## config.mk

```make
export PLATFORM = sky130hd
export DESIGN_NAME = prog_loader
export DESIGN_NICKNAME = d
export VERILOG_FILES = /design/src/rtl/prog_loader.sv
export SDC_FILE = /design/constraint.sdc
export NUM_CORES = 1
export LEC_CHECK = 0
export ABC_CLOCK_PERIOD_IN_PS = 2300
export CORE_ASPECT_RATIO = 0.75
export CORE_UTILIZATION = 45
export DETAILED_ROUTE_END_ITERATION = 10
export GPL_ROUTABILITY_DRIVEN = 1
export GPL_TIMING_DRIVEN = 0
export PLACE_DENSITY = 0.66
export SLEW_MARGIN = 30
export SYNTH_ARGS = -nofsm -noshare
export SYNTH_HDL_FRONTEND = slang
export SYNTH_SLANG_ARGS = --single-unit
```

## constraint.sdc

```tcl
create_clock -name Clk -period 2.3 [get_ports Clk]
set_input_delay 0.23 -clock Clk [delete_from_list [all_inputs] [get_ports Clk]]
set_output_delay 0.23 -clock Clk [all_outputs]
set_load 0.005 [all_outputs]
```

## src/rtl/prog_loader.sv

```systemverilog
`default_nettype none
// ============================================================================
// Module   : prog_loader
// Purpose  : Streams a length-prefixed byte image into 9-bit instruction memory.
// Revision : 1.0 - initial release
// ============================================================================
module prog_loader #(
   parameter int D = 12
) (
   input  logic          Clk,
   input  logic          Reset,
   input  logic          Start,
   input  logic [7:0]    RxData,
   input  logic          RxValid,
   output logic          RxReady,
   output logic          WrEn,
   output logic [D-1:0]  WrAddr,
   output logic [8:0]    WrData,
   output logic          Busy,
   output logic          Done,
   output logic          Error
);

   typedef enum logic [2:0] {
      S_IDLE   = 3'd0,
      S_LEN_LO = 3'd1,
      S_LEN_HI = 3'd2,
      S_INS_LO = 3'd3,
      S_INS_HI = 3'd4,
      S_FIN    = 3'd5
   } state_t;

   localparam logic [31:0] c_max_words = 32'(1) << D;

   state_t        r_state;
   logic [7:0]    r_len_lo;
   logic [7:0]    r_ins_lo;
   logic [15:0]   r_remain;
   logic [D-1:0]  r_addr;

   logic          w_accept;
   logic [15:0]   w_len;

   always_comb begin
      RxReady = 1'b0;
      case (r_state)
         S_LEN_LO, S_LEN_HI, S_INS_LO, S_INS_HI: RxReady = 1'b1;
         default:                                RxReady = 1'b0;
      endcase
   end

   assign Busy     = (r_state != S_IDLE);
   assign w_accept = RxValid && RxReady;
   assign w_len    = {RxData, r_len_lo};

   always_ff @(posedge Clk) begin
      if (Reset) begin
         r_state  <= S_IDLE;
         r_len_lo <= 8'd0;
         r_ins_lo <= 8'd0;
         r_remain <= 16'd0;
         r_addr   <= '0;
         WrEn     <= 1'b0;
         WrAddr   <= '0;
         WrData   <= 9'd0;
         Done     <= 1'b0;
         Error    <= 1'b0;
      end else begin
         WrEn <= 1'b0;
         Done <= 1'b0;
         case (r_state)
            S_IDLE: begin
               if (Start) begin
                  Error   <= 1'b0;
                  r_addr  <= '0;
                  r_state <= S_LEN_LO;
               end
            end
            S_LEN_LO: begin
               if (w_accept) begin
                  r_len_lo <= RxData;
                  r_state  <= S_LEN_HI;
               end
            end
            S_LEN_HI: begin
               if (w_accept) begin
                  r_remain <= w_len;
                  if (w_len == 16'd0) begin
                     r_state <= S_FIN;
                  end else if ({16'd0, w_len} > c_max_words) begin
                     // Oversized image: drop back to idle without touching memory.
                     Error   <= 1'b1;
                     r_state <= S_IDLE;
                  end else begin
                     r_state <= S_INS_LO;
                  end
               end
            end
            S_INS_LO: begin
               if (w_accept) begin
                  r_ins_lo <= RxData;
                  r_state  <= S_INS_HI;
               end
            end
            S_INS_HI: begin
               if (w_accept) begin
                  WrEn     <= 1'b1;
                  WrData   <= {RxData[0], r_ins_lo};
                  WrAddr   <= r_addr;
                  r_addr   <= r_addr + D'(1);
                  r_remain <= r_remain - 16'd1;
                  r_state  <= (r_remain == 16'd1) ? S_FIN : S_INS_LO;
               end
            end
            S_FIN: begin
               // Done lands the cycle after the last write strobe.
               Done    <= 1'b1;
               r_state <= S_IDLE;
            end
            default: r_state <= S_IDLE;
         endcase
      end
   end

endmodule
`default_nettype wire

```

==> results_dict.tcl <==
set metrics [dict create \
    worst_path_largest_cell_delay_ns 0.52 \
    ir_drop_v 0.0004503 \
    routed_wirelength_mm 9.043 \
    grt_setup_unrepaired "false" \
    first_global_vias 2913 \
    period_needed_ns 2.170 \
    cts_tree "built" \
    powerDensity_nw_per_um2 641.8 \
    path_cells "buf_2 -> nor2_1 -> xnor2_1 -> clkdlybuf4s50_1" \
    wire_per_inst_um 15.75 \
    clock_skew_ns 0.009151 \
    finalNetCount 486 \
    cp.buffers_inverters 2 \
    synthAdderAreaFrac_pct 1.139 \
    slew_headroom_pct 42.35 \
    grt_max_degree 15 \
    post-route-period-util_pct 94.36 \
    crit_fanout 10 \
    drv_slew 0 \
    synth_top_family_by_area "simple AND/OR/NAND/NOR gates" \
    syn_inst 426 \
    synth_area_um2 3296 \
    synth_xor_area_share_pct 3.455 \
    synth_top_area_share_pct 43.13 \
    clock_latency_ns 0.35 \
    synth_seq_cells 71 \
    setup_tns_ns 0 \
    overflow 0 \
    avgSynthCellArea_um2 7.736 \
    fp.dieH_um 76.12 \
    synth.most_common_cell "nand2_1" \
    place.detailed.hpwl_mm 6.560 \
    finalNonFillerCells 574 \
    vias 3128 \
    synth_top_area_cell "dfxtp_1" \
    synth_common_cells "nand2_1 (103), dfxtp_1 (71), a21oi_1 (53)" \
    diodes 0 \
    async_reset_ff_share_pct 0 \
    crit_arrival_ns 1.94 \
    synth_edf_count 0 \
    clock_path_buffers 2 \
    drc_errors 0 \
    synthMuxAreaShare_pct 0.9491 \
    worstMarginPinSlew_ns 0.8581 \
    die-width_um 100.8 \
    yosysWarnings 0 \
    p_leak_nw 1.327 \
    ant_nets 0 \
    drive_above_1_share_pct 7.353 \
    rows 26 \
    hold_viol_final 0 \
    end_kind "output port" \
    slowest_stage "clkdlybuf4s50_1" \
    r2r_setup_slack_ns 0.25 \
    cp.required_ns 2.07 \
    critical-path-top-delay-family "buffers and inverters" \
    cts.sinks 71 \
    drt_iter0_drc 226 \
    numCtsBuffers 9 \
    hold_path_class "in -> reg" \
    synth.net_count 441 \
    fin_ws_ns 0.1297 \
    criticalPathCategory "reg -> out" \
    core_um2 6929 \
    synth_simple_gate_area_share_pct 29.92 \
    placed_cells 558 \
    areaGrowthSynthToFinish_pct 20.27 \
    status "completed" \
    dieArea_um2 7674 \
    fillCellCount 663 \
    floorplan.initialDensity_pct 47.56 \
    antenna_found_initial 0 \
    grt_pass1_wl_mm 14.88 \
    cp-start-kind "flip-flop" \
    synth-compound-area-share_pct 17.16 \
    grt_use_total_pct 25.20 \
    drt_first_pass_iters 5 \
    ys_seq_area_share_pct 43.13 \
    via_per_inst 5.449 \
    clockRootBuffer "clkbuf_8" \
    max_freq_mhz 460.8 \
    io_pins 38 \
    path_clk_slew_ns 0.08 \
    place_ws_ns 0.2222 \
    drv_cap 0 \
    setup_viol 0 \
    synth.distinct_cells 57 \
    place.gp.congestion 0.8798 \
    cts_max_level 3 \
    synthTopCellsByArea "dfxtp_1 (43%), nand2_1 (12%), a21oi_1 (8.0%)" \
    io_buffers 34 \
    ys.flop_type "dfxtp_1" \
]
## cell families (layout without fill, tap and decap cells)
logic type,count (synthesis),in the layout
xor gates and xnor gates,13,13
and+or+nand+nor,206,206
DFF,71,71
AOI/OAI and AO/OA,95,95
muxes,3,3
buffers and inverters,35,85
adders and majority gates,3,3
## routing by layer
metal	global-route usage [%]	vias up	wire length, µm
li1	-	1558	-
met1	36.69	1444	4344
met2	35.48	120	3819
met3	6.789	6	801
met4	8.116	0	78
met5	3.497	-	0
## sequential cells by signal, summed over array words and instances, names as in the netlist
register  flops
Done          1
Error         1
WrAddr       12
WrData        9
WrEn          1
r_addr       12
r_ins_lo      8
r_len_lo      8
r_remain     16
r_state       3
## what timing repair did
action                     4_1_cts  5_1_grt
hold buffers                     0        0
resized for setup                0        1
buffers inserted                 0        0
setup endpoints to repair        0        1
## worst register-to-register path: stages (launching register included)
cell and delay, ns:
dfxtp_1 0.33, buf_2 0.22, or3b_1 0.36, clkbuf_1 0.23, nor2_2 0.28, buf_2 0.29, nand2_1 0.14, a21oi_1 0.13
## power by group
group          switching (mW)  internal (mW)
combinational           0.154         0.0891
clock                   0.525          0.512
sequential             0.0186           1.25
total                   0.698           1.85
## path summary, 6_finish.rpt
check / endpoint / depth (start not counted) / startpoint
setup / recovery: RxReady / 4 / r_state[0]
hold reg to reg: WrAddr[2] / 2 / WrAddr[2]
hold / removal: r_addr[1] / 3 / RxValid
setup reg to reg: WrAddr[2] / 7 / r_state[2]
## cell type report
cell class	count	area, µm²	share of cell area [%]
clock buffers	9	123.9	3.125
clock inverters	7	80.08	2.020
multi-input cells	320	1734	43.75
well taps	98	122.6	3.093
repair buffers	34	340.3	8.586
inverters	10	37.54	0.9470
plain buffers	25	103.9	2.620
flip-flops and latches	71	1421	35.86
## cell usage in the layout, fill, tap and decap left out, types with 2 or more instances in the layout
cell type / n
inv_6: 2
a211oi_1: 2
o211ai_1: 2
nand4b_1: 2
clkbuf_1: 17
nor3b_1: 2
a22o_1: 2
or3_1: 2
xor2_1: 4
inv_1: 9
clkdlybuf4s50_1: 34
nor2_1: 39
buf_2: 7
clkinv_4: 2
and2_1: 2
nand4_1: 5
nor3_1: 13
clkinvlp_4: 2
nand2b_1: 3
nor2b_1: 4
clkbuf_8: 9
o22ai_1: 3
xnor2_1: 9
ha_1: 3
dfxtp_1: 71
a31oi_1: 3
a22oi_1: 9
nor4_1: 5
nand2_1: 103
mux2i_1: 2
a21oi_1: 53
nand3_1: 12
o21ai_0: 9
## metrics by stage
step / power, mW / cell area [µm²] / hold slack, ns / utilization [%]
4_1_cts: 2.563 / 3963 / 0.3016 / 57.19
5_1_grt: 2.646 / 3964 / 0.3391 / 57.20
2_1_floorplan: 1.443 / 3296 / 0.3660 / -
6_report: 2.544 / 3964 / 0.3254 / 57.20
3_5_place_dp: 1.530 / 3759 / 0.4478 / 54.24
3_3_place_gp: 1.527 / 3759 / 0.4418 / 54.24
Note: power is estimated with default switching activity, not from simulation.
